File: src/rtl/nrisc_pkg.sv
// Shared definitions for the nrisc core datapath: default register-file
// geometry and the clear-engine state encoding.
package nrisc_pkg;

  localparam int NRISC_TAM  = 16;
  localparam int NRISC_NREG = 16;

  typedef enum logic [1:0] {
    IDLE  = 2'd0,
    SWEEP = 2'd1,
    DONE  = 2'd2
  } clr_state_t;

endpackage

File: src/rtl/regfile_rdport.sv
// Combinational read port: register mux, optional write-data forwarding and
// hardwired-zero R0 masking of both data and busy.
module regfile_rdport #(
  parameter int TAM     = 16,
  parameter int NREG    = 16,
  parameter bit ZERO_R0 = 1'b0,
  localparam int SELW   = $clog2(NREG)
) (
  input  logic [SELW-1:0] sel,
  input  logic [TAM-1:0]  regs [NREG],
  input  logic [NREG-1:0] busy_vec,
  input  logic            byp_valid,
  input  logic [SELW-1:0] byp_sel,
  input  logic [TAM-1:0]  byp_data,
  output logic [TAM-1:0]  data,
  output logic            busy
);

  always_comb begin
    data = regs[sel];
    busy = busy_vec[sel];
    if (byp_valid && (byp_sel == sel)) data = byp_data;
    // R0 masking wins over forwarding so a dropped R0 write is never visible.
    if (ZERO_R0 && (sel == '0)) begin
      data = '0;
      busy = 1'b0;
    end
  end

endmodule

File: src/rtl/regfile_scoreboard.sv
// Register file with one write port, two combinational read ports, a per-register
// busy scoreboard and a one-register-per-cycle clear engine.
module regfile_scoreboard import nrisc_pkg::*; #(
  parameter int TAM     = NRISC_TAM,
  parameter int NREG    = NRISC_NREG,
  parameter bit ZERO_R0 = 1'b0,
  parameter bit BYPASS  = 1'b1,
  localparam int SELW   = $clog2(NREG)
) (
  input  logic            clk,
  input  logic            rst,
  input  logic            wr_en,
  input  logic [SELW-1:0] wr_sel,
  input  logic [TAM-1:0]  wr_data,
  input  logic [SELW-1:0] sel_a,
  output logic [TAM-1:0]  out_a,
  input  logic [SELW-1:0] sel_b,
  output logic [TAM-1:0]  out_b,
  output logic            busy_a,
  output logic            busy_b,
  input  logic            rsv_en,
  input  logic [SELW-1:0] rsv_sel,
  output logic            rsv_ok,
  input  logic            clr_req,
  output logic            clr_busy,
  output logic            clr_done
);

  // Handshake: rsv_en is a request, rsv_ok is its same-cycle grant; a reservation
  // takes effect at the edge only when both are high. No stall, no retry.
  clr_state_t      state, state_next;
  logic [SELW-1:0] idx;
  logic [TAM-1:0]  regs [NREG];
  logic [NREG-1:0] busy, busy_next;
  logic            idle, wr_legal, byp_valid;

  assign idle      = (state == IDLE);
  assign wr_legal  = wr_en && idle && !(ZERO_R0 && (wr_sel == '0));
  assign rsv_ok    = rsv_en && idle && !busy[rsv_sel] && !(ZERO_R0 && (rsv_sel == '0));
  assign byp_valid = BYPASS && wr_legal;
  assign clr_busy  = (state != IDLE);
  assign clr_done  = (state == DONE);

  always_comb begin
    state_next = state;
    unique case (state)
      IDLE:    if (clr_req) state_next = SWEEP;
      SWEEP:   if (idx == SELW'(NREG - 1)) state_next = DONE;
      DONE:    state_next = IDLE;
      default: state_next = IDLE;
    endcase
  end

  // Reservation is applied after writeback so a same-cycle pair leaves busy set.
  always_comb begin
    busy_next = busy;
    if (wr_legal) busy_next[wr_sel] = 1'b0;
    if (rsv_ok) busy_next[rsv_sel] = 1'b1;
    if (state == SWEEP) busy_next[idx] = 1'b0;
  end

  always_ff @(posedge clk) begin
    if (!rst) begin
      state <= IDLE;
      idx   <= '0;
      busy  <= '0;
      for (int i = 0; i < NREG; i++) regs[i] <= '0;
    end else begin
      state <= state_next;
      busy  <= busy_next;
      if (state == IDLE) idx <= '0;
      else if (state == SWEEP) idx <= idx + SELW'(1);
      if (wr_legal) regs[wr_sel] <= wr_data;
      if (state == SWEEP) regs[idx] <= '0;
    end
  end

  regfile_rdport #(.TAM(TAM), .NREG(NREG), .ZERO_R0(ZERO_R0)) u_rd_a (
    .sel(sel_a), .regs(regs), .busy_vec(busy), .byp_valid(byp_valid),
    .byp_sel(wr_sel), .byp_data(wr_data), .data(out_a), .busy(busy_a)
  );

  regfile_rdport #(.TAM(TAM), .NREG(NREG), .ZERO_R0(ZERO_R0)) u_rd_b (
    .sel(sel_b), .regs(regs), .busy_vec(busy), .byp_valid(byp_valid),
    .byp_sel(wr_sel), .byp_data(wr_data), .data(out_b), .busy(busy_b)
  );

endmodule
File: config.mk
export PLATFORM = sky130hd
export DESIGN_NAME = regfile_scoreboard
export DESIGN_NICKNAME = d
export VERILOG_FILES = /design/src/rtl/nrisc_pkg.sv /design/src/rtl/regfile_rdport.sv /design/src/rtl/regfile_scoreboard.sv
export SDC_FILE = /design/constraint.sdc
export NUM_CORES = 1
export LEC_CHECK = 0
export ABC_AREA = 1
export BUFFER_PORTS_ARGS = -buffer_cell sky130_fd_sc_hd__buf_2
export CORE_MARGIN = 3
export CORE_UTILIZATION = 43
export DETAILED_ROUTE_END_ITERATION = 12
export GPL_TIMING_DRIVEN = 0
export REMOVE_ABC_BUFFERS = 1
export SYNTH_ARGS = -nofsm -noshare
export SYNTH_HDL_FRONTEND = slang
export SYNTH_SLANG_ARGS = --single-unit
File: constraint.sdc
create_clock -name clk -period 3.71 [get_ports clk]
set_input_delay 0.1855 -clock clk [delete_from_list [all_inputs] [get_ports clk]]
set_output_delay 0.1855 -clock clk [all_outputs]
set_load 0.03 [all_outputs]
==> flow_summary.ini, run 1 <==
[drt]
first_pass_iters = 6
ant_nets = 0
vias = 16099
drc = 0
avgRoutedWirePerCell_um = 20.5
drtIter0Drc = 1836
wl_um = 56900
via_per_inst = 5.80

[cells_and_area]
postLayoutCoreUtil = 0.478
postLayoutCellArea_sq_um = 17100
drive_above_1_share = 0.0778
layout.nets = 2330
num-fill-cells = 3692
final_cells = 2778
syn_to_final_growth_pct = 8.81
layout_common_cells = nor2_1, nand2_1, dfxtp_1
final_common_cell = nor2_1

[timing]
hold_viol_final = 0
timing.final.crit_period_ns = 3.46
slew_violations = 0
rsz0062_at_grt = no
period_share = 0.934
finalSetupViolations = 0
finClkSkew_ns = 0.0112
worst_slew_pin_slew_ns = 1.32
fmax_mhz = 289
timing.slew.headroom = 0.120

[placement]
dp_hpwl_um = 33900
gp_congestion = 0.952
port_buffers = 73
post_dp_cell_area_sq_um = 15800
placedCellCount = 2712

[setup_path]
cp.arrival_ns = 3.28
cp_data_required_time_ns = 3.52
cp-end-kind = output port
worstSetupPathType = input pin to output port
startpoint_type = input pin
path_max_fanout = 36

[clock_network]
clk_pin_slew_worst_paths_ns = 0.06
cts_sinks = 278
clock_path_buffers = 3
cts_tree = yes
h-tree-depth = 2
cts_buffers = 34
cts_setup_buffers = 0
clock_latency_ns = 0.51
cts-root-buf = clkbuf_16

[grt]
grt_pass1_wl_um = 86600
grt_pass1_vias = 14465
grt_max_degree = 158
antenna_found_initial = 3
grtUsageTotal = 0.285
overflow = 0

[floorplan]
die_width_um = 197
fp.dieArea_sq_um = 38900
die_y_um = 197
placementRows = 69
coreArea_sq_um = 35700
start_util = 0.439
num_io_pins = 74

[synthesis]
syn_area_sq_um = 15700
yosysWarnings = 0
ys_types = 32
ys.flop_type = dfxtp_1
synth_edf_count = 0
synthArstFlopShare = 0
seq_area_frac_synth = 0.354
ys_ff_latch = 278
syn_avg_cell_area_sq_um = 6.59
syn_inst = 2383

[run_status]
status = finished, final reports clean

[pwr]
ir_worst_vdd_mv = 0.319
p_leak_nw = 6.50
p_total_mw = 7.75
power_density_nw_per_um2 = 454

[hold_path]
hold_class = input pin to flop

[job]
cap_violations = 0
state kept, by name, summed over array words and instances (netlist names):
register and cells:
idx 4, regs 256, busy 16, state 2
timing repair:
| action | CTS | global route |
|---|---|---|
| resized for setup | 1 | 2 |
| endpoints found under the hold margin | 1 | 0 |
| endpoints found under the setup margin | 16 | 25 |
| hold buffers | 1 | 0 |
| cloned | 0 | 0 |
where the power goes:
part	switching, mW	internal [mW]	total [mW]	leakage [nW]
Sequential	0.0289	3.04	3.07	2.25
Clock	1.35	2.22	3.57	0.588
Combinational	0.834	0.280	1.11	3.67
cells in the mapped netlist (4+ instances only):
library cell  count  area, sq um
o221ai_1          4         35.0
buf_4            12         90.1
inv_1           164          616
o22ai_1           4         25.0
o21ai_2          16          140
a21oi_1         154          771
inv_2            10         37.5
nand3_1         216         1080
nor2_1          430         1610
o21ai_0         152          761
buf_2            90          450
nor3_1          133          666
o211ai_1        128          961
nor2_4            9          101
buf_1            41          154
nand2_1         325         1220
clkbuf_1         66          248
ha_1              4         50.1
dfxtp_1         278         5570
clkinv_1          4         15.0
a211oi_1        129          968
critical path, stage by stage:
cell	delay (ns)
clkbuf_4	0.53
clkinv_4	0.53
o22ai_1	0.26
nor2_1	0.07
nand2_1	0.51
inv_1	0.50
nand2_1	0.15
nand2_1	0.20
buf_2	0.25
path summary, 6_finish.rpt:
check | from | cells past startpoint | endpoint | slack [ns]
hold reg to reg | regs[224] | 2 | regs[224] | 0.49
setup / recovery | sel_b[2] | 9 | out_b[14] | 0.25
hold / removal | wr_data[1] | 3 | regs[113] | 0.15
setup reg to reg | state[1] | 8 | regs[126] | 1.38
cell families (layout without fill, tap and decap cells):
kind of cell,after synthesis,after routing,synth area share
AO/OA/AOI/OAI,588,588,0.234
XOR/XNOR,3,3,0.00167
adder cells (fa/ha/maj),4,4,0.00319
buffers and inverters,387,318,0.103
flip-flops,278,278,0.354
other,0,3,0
AND/OR/NAND/NOR,1123,1123,0.305
layout make-up:
class | count | area, sq um | share of cell area
Multi-Input combinational cell | 1718 | 8540 | 0.500
Antenna cell | 3 | 7.51 | 0.000439
Timing Repair Buffer | 79 | 536 | 0.0313
Sequential cell | 278 | 5570 | 0.326
Clock inverter | 13 | 196 | 0.0115
Clock buffer | 48 | 995 | 0.0582
Inverter | 178 | 676 | 0.0395
Tap cell | 461 | 577 | 0.0338
metrics by stage:
step | setup TNS [ns] | worst slack, ns | hold slack, ns
after detailed placement | -4.39 | -0.359 | 0.449
after global routing | 0 | 0.0908 | 0.160
after floorplan | 0 | 1.66 | 0.318
after CTS | 0 | 0.0129 | 0.136
final | 0 | 0.247 | 0.148
after global placement | -70.23 | -2.29 | 0.449
per-layer routing:
metal / global-route usage / wire, um
met4: 0.0982 / 1850
met5: 0 / 0
met1: 0.407 / 25000
met2: 0.435 / 24200
met3: 0.0534 / 5850
Note: power is estimated with default switching activity, not from simulation.
==> inputs of run 2 (changes only) <==
--- a/config.mk
+++ b/config.mk
@@ -6,10 +6,10 @@
 export NUM_CORES = 1
 export LEC_CHECK = 0
 export ABC_AREA = 1
-export BUFFER_PORTS_ARGS = -buffer_cell sky130_fd_sc_hd__buf_2
 export CORE_MARGIN = 3
 export CORE_UTILIZATION = 43
 export DETAILED_ROUTE_END_ITERATION = 12
+export DONT_BUFFER_PORTS = 1
 export GPL_TIMING_DRIVEN = 0
 export REMOVE_ABC_BUFFERS = 1
 export SYNTH_ARGS = -nofsm -noshare
==> run 2 against run 1 <==
Clock power decreased by 6.2%. Via count increased by 0.96%. Largest power group unchanged. Highest routed layer unchanged. Flip-flop and latch count unchanged. Wire length increased by 5.5%. Critical path type is now flop to output port. Critical path depth decreased by 2. Combinational power decreased by 21%. Count of clock-buffer cells in the layout increased by 5. Critical endpoint is now out_b[15].
==> flow_summary.ini, run 2 (synthesis gave the netlist of run 1 again) <==
[timing]
timing.final.crit_period_ns = 3.15
finalSetupViolations = 0
timing.slew.headroom = 0.0963
fmax_mhz = 317
slew_violations = 0
period_share = 0.850
worst_slew_pin_slew_ns = 1.36
finClkSkew_ns = 0.0163
hold_viol_final = 0
whs_ns = 0.0426
rsz0062_at_grt = no
fin_tns_setup_ns = 0

[cells_and_area]
final_common_cell = nor2_1
postLayoutCellArea_sq_um = 16700
layout_common_cells = nor2_1, nand2_1, dfxtp_1
top_register = regs
largestRegisters = regs: 256 flops, busy: 16 flops, idx: 4 flops
num-fill-cells = 3706
syn_to_final_growth_pct = 6.06
drive_above_1_share = 0.0418
layout.nets = 2270
largest_reg_flops = 256

[placement]
post_dp_cell_area_sq_um = 15300
port_buffers = 0
gp_congestion = 0.926
dp_hpwl_um = 33100

[clock_network]
clock_path_buffers = 3
cts-root-buf = clkbuf_16
cts_tree = yes
clock_latency_ns = 0.51
cts_sinks = 278
cts_buffers = 34
h-tree-depth = 2
clk_pin_slew_worst_paths_ns = 0.06

[drt]
drtIter0Drc = 2252
avgRoutedWirePerCell_um = 22.1
via_per_inst = 5.98
drc = 0
first_pass_iters = 5
ant_nets = 0
vias = 16253
wl_um = 60100

[pwr]
power_density_nw_per_um2 = 438
ir_worst_vdd_mv = 0.250
p_total_mw = 7.30
p_leak_nw = 6.15

[setup_path]
path_max_fanout = 17
path_common_cell = nand2_1
r2r_setup_slack_ns = 1.37
ff2ff_path_depth = 8
cp_data_required_time_ns = 3.52
r2r_end = regs[56]
worstSetupPathType = flop to output port
slowest_stage = inv_1
worstPathCellList = nor2_4, nand2_2, nor3_1, nand2_1, inv_1, nand2_1, nand2_1
cp.arrival_ns = 2.97
critPathMaxStageDelay_ns = 0.62
cp-end-kind = output port
reg2reg_from = state[1]
startpoint_type = flop

[floorplan]
num_io_pins = 74
fp.dieArea_sq_um = 38900
start_util = 0.439
die_y_um = 197
coreArea_sq_um = 35700
placementRows = 69
die_width_um = 197

[grt]
grtUsageTotal = 0.299
overflow = 0
grt_pass1_wl_um = 89600
antenna_found_initial = 4
grt_pass1_vias = 14523
grt_max_degree = 271

[hold_path]
hold_class = input pin to flop
min-delay-start = rsv_sel[0]
hold_end = busy[15]
hold_depth = 4

[run_status]
status = finished, final reports clean

[job]
cap_violations = 0
-- run 2: worst max-delay path by stage --
stage,from,end,slack (ns)
floorplan,sel_b[2],out_b[0],1.66
global placement,sel_b[2],out_b[13],0.15
detailed placement,sel_b[2],out_b[14],0.93
CTS,state[1],out_b[14],0.68
global route,state[1],out_b[14],0.43
finish,state[1],out_b[15],0.56
-- run 2: routing by layer --
layer	vias to the layer above	routed length, um	GRT usage
li1	7798	-	-
met1	7451	25500	0.414
met2	872	25500	0.445
met3	132	6730	0.0798
met4	0	2380	0.120
met5	-	0	0
-- run 2: final cells by class --
cell class,instances,area [sq um],share of cell area
inverters,178,671,0.0403
flip-flops and latches,278,5570,0.334
well taps,461,577,0.0346
diodes,5,12.5,0.000751
multi-input cells,1718,8540,0.513
clock inverters,4,70.1,0.00421
clock buffers,53,1030,0.0616
repair buffers,19,195,0.0117
-- run 2: what timing repair did --
item                      CTS  global route
hold endpoints to repair  262             0
hold buffers               18             0
buffers inserted            0             0
resized for setup           0             0
-- run 2: critical path, delay by kind of cell (launching register included) --
kind	cells	cell delay, ns
flip-flops	1	0.34
buffers and inverters	1	0.62
AND/OR/NAND/NOR	6	1.49
-- run 2: where the power goes --
group / internal [mW] / total [mW] / switching [mW]
sequential: 3.04 / 3.07 / 0.0284
combinational: 0.235 / 0.876 / 0.641
clock: 2.03 / 3.35 / 1.32
total: 5.31 / 7.30 / 1.99
-- run 2: through the flow --
step / instances / utilization / worst slack (ns)
2_1_floorplan: 2174 / - / 1.66
3_3_place_gp: 2635 / 0.429 / 0.147
3_5_place_dp: 2635 / 0.429 / 0.935
4_1_cts: 2710 / 0.465 / 0.676
5_1_grt: 2715 / 0.466 / 0.427
6_report: 2716 / 0.466 / 0.557
==> inputs of run 3 (changes only) <==
==> constraint.sdc (replaced) <==
create_clock -name clk -period 2.95 [get_ports clk]
set_input_delay 0.1475 -clock clk [delete_from_list [all_inputs] [get_ports clk]]
set_output_delay 0.1475 -clock clk [all_outputs]
set_load 0.03 [all_outputs]
==> run 3 against run 2 <==
Final cell count unchanged. Critical endpoint is now out_a[14]. Utilization about the same. Critical path depth did not move. Power grew 26%. Via count decreased by 0.18%. Sequential power rose by 26%. Register-to-register slack worse by 0.77 ns. Largest cell class unchanged. Critical path type unchanged. Flip-flop and latch count is the same.
==> flow_summary.ini, run 3 (synthesis gave the netlist of run 1 again) <==
[run_status]
status = finished, final reports clean

[drt]
drc = 0
wl_um = 60100
drtIter0Drc = 2260
via_per_inst = 5.97
vias = 16223
ant_nets = 0
avgRoutedWirePerCell_um = 22.1
first_pass_iters = 5

[pwr]
p_leak_nw = 6.13
ir_worst_vdd_mv = 0.314
p_sw_mw = 2.50
combPwrFrac = 0.120
swShare = 0.272
p_int_mw = 6.67
power_density_nw_per_um2 = 551
p_total_mw = 9.17
power.share.clock = 0.459
sequentialPowerShare = 0.421

[cells_and_area]
top_register = regs
syn_to_final_growth_pct = 6.12
layout_common_cells = nor2_1, nand2_1, dfxtp_1
drive_above_1_share = 0.0431
postLayoutCoreUtil = 0.466
largest_reg_flops = 256
register_area_sq_um = 5570
largestRegisters = regs: 256 flops, busy: 16 flops, idx: 4 flops
multi_input_area_sq_um = 8540
num-fill-cells = 3706
layout.nets = 2270
final_common_cell = nor2_1

[hold_path]
hold_class = input pin to flop

[placement]
dp_hpwl_um = 33100
port_buffers = 0
detailedPlace.worstSlack_ns = 0.251
gp_congestion = 0.926

[setup_path]
worstSetupPathType = flop to output port
path_max_fanout = 17
r2r_end = regs[213]
worstSetupStartpoint = state[1]
crit_end = out_a[14]
ff2ff_path_depth = 6
cp.arrival_ns = 2.68
r2r_setup_slack_ns = 0.60
cp_data_required_time_ns = 2.80
reg2reg_from = state[1]
startpoint_type = flop
cp-end-kind = output port

[timing]
rsz0062_at_grt = no
fin_tns_setup_ns = 0
slew_violations = 0
finalSetupViolations = 0
finClkSkew_ns = 0.0157
hold_viol_final = 0
fmax_mhz = 354
worst_slew_pin_slew_ns = 1.36
setup_slack_ns = 0.123
timing.final.crit_period_ns = 2.83
period_share = 0.958
timing.slew.headroom = 0.0922

[floorplan]
num_io_pins = 74
coreArea_sq_um = 35700
start_util = 0.439
die_y_um = 197
die_width_um = 197
placementRows = 69
fp.dieArea_sq_um = 38900

[grt]
grt_max_degree = 271
grt_pass1_wl_um = 89600
overflow = 0
grtUsageTotal = 0.299
grt_pass1_vias = 14523
antenna_found_initial = 4

[clock_network]
clock_latency_ns = 0.51
clock_path_buffers = 3
h-tree-depth = 2
cts_setup_buffers = 0
cts-root-buf = clkbuf_16
clk_pin_slew_worst_paths_ns = 0.06
cts_sinks = 278
cts_buffers = 34
cts_tree = yes

[job]
cap_violations = 0
==> run 3: changes by cell type in the layout (fill, tap and decap cells not counted), sizes merged <==
cell	change
clkinvlp	+2
inv	-2
==> run 3: power groups by stage <==
stage | clock (mW) | combinational [mW] | sequential, mW
2_1_floorplan | 0 | 0.711 | 3.93
3_3_place_gp | 0 | 0.967 | 3.94
3_5_place_dp | 0 | 0.975 | 3.94
4_1_cts | 4.25 | 1.07 | 3.86
5_1_grt | 4.39 | 1.19 | 3.87
6_report | 4.21 | 1.10 | 3.86
==> run 3: repair_timing <==
| item | CTS | global route |
|---|---|---|
| resized for setup | 1 | 2 |
| pin swaps | 0 | 0 |
| endpoints found under the setup margin | 7 | 31 |
| gates cloned | 0 | 0 |
| endpoints found under the hold margin | 262 | 0 |
| hold buffers | 18 | 0 |
==> run 3: cell type report <==
cell class / instances / share of cell area
antenna: 5 / 0.000751
clock buffer: 53 / 0.0616
clock inverter: 4 / 0.00420
inverter: 178 / 0.0407
multi-input combinational: 1718 / 0.513
sequential: 278 / 0.334
tap: 461 / 0.0346
timing repair buffer: 19 / 0.0117
==> run 3: worst max-delay path: stages, from the launching register on <==
cell	delay (ns)
dfxtp_1	0.34
nor2_4	0.15
nand2_2	0.15
a21oi_1	0.19
nand3_2	0.39
clkinvlp_4	0.45
nand2_1	0.08
nand2_1	0.41
==> run 3: through the flow <==
| stage | cell area (sq um) | hold WS [ns] | std cells |
|---|---|---|---|
| 5_1_grt | 16700 | 0.0369 | 2715 |
| 3_5_place_dp | 15300 | 0.299 | 2635 |
| 6_report | 16700 | 0.00543 | 2716 |
| 4_1_cts | 16600 | 0.000668 | 2710 |
| 3_3_place_gp | 15300 | 0.288 | 2635 |
| 2_1_floorplan | 14800 | 0.280 | 2174 |
==> run 3: metal layers <==
metal	up-vias	routed length (um)	track usage
met5	-	0	0
met4	0	2330	0.120
met3	135	6980	0.0798
met2	843	25500	0.445
met1	7442	25300	0.414
li1	7803	-	-
==> run 3: how the worst min path moves through the flow <==
stage | cells past startpoint | from | to | slack (ns)
5_1_grt | 4 | rsv_sel[1] | busy[14] | 0.04
3_5_place_dp | 2 | rst | state[0] | 0.30
3_3_place_gp | 2 | rst | state[0] | 0.29
2_1_floorplan | 2 | rst | state[0] | 0.28
6_report | 4 | rsv_sel[0] | busy[15] | 0.005
4_1_cts | 4 | rsv_sel[0] | busy[15] | 0.0007
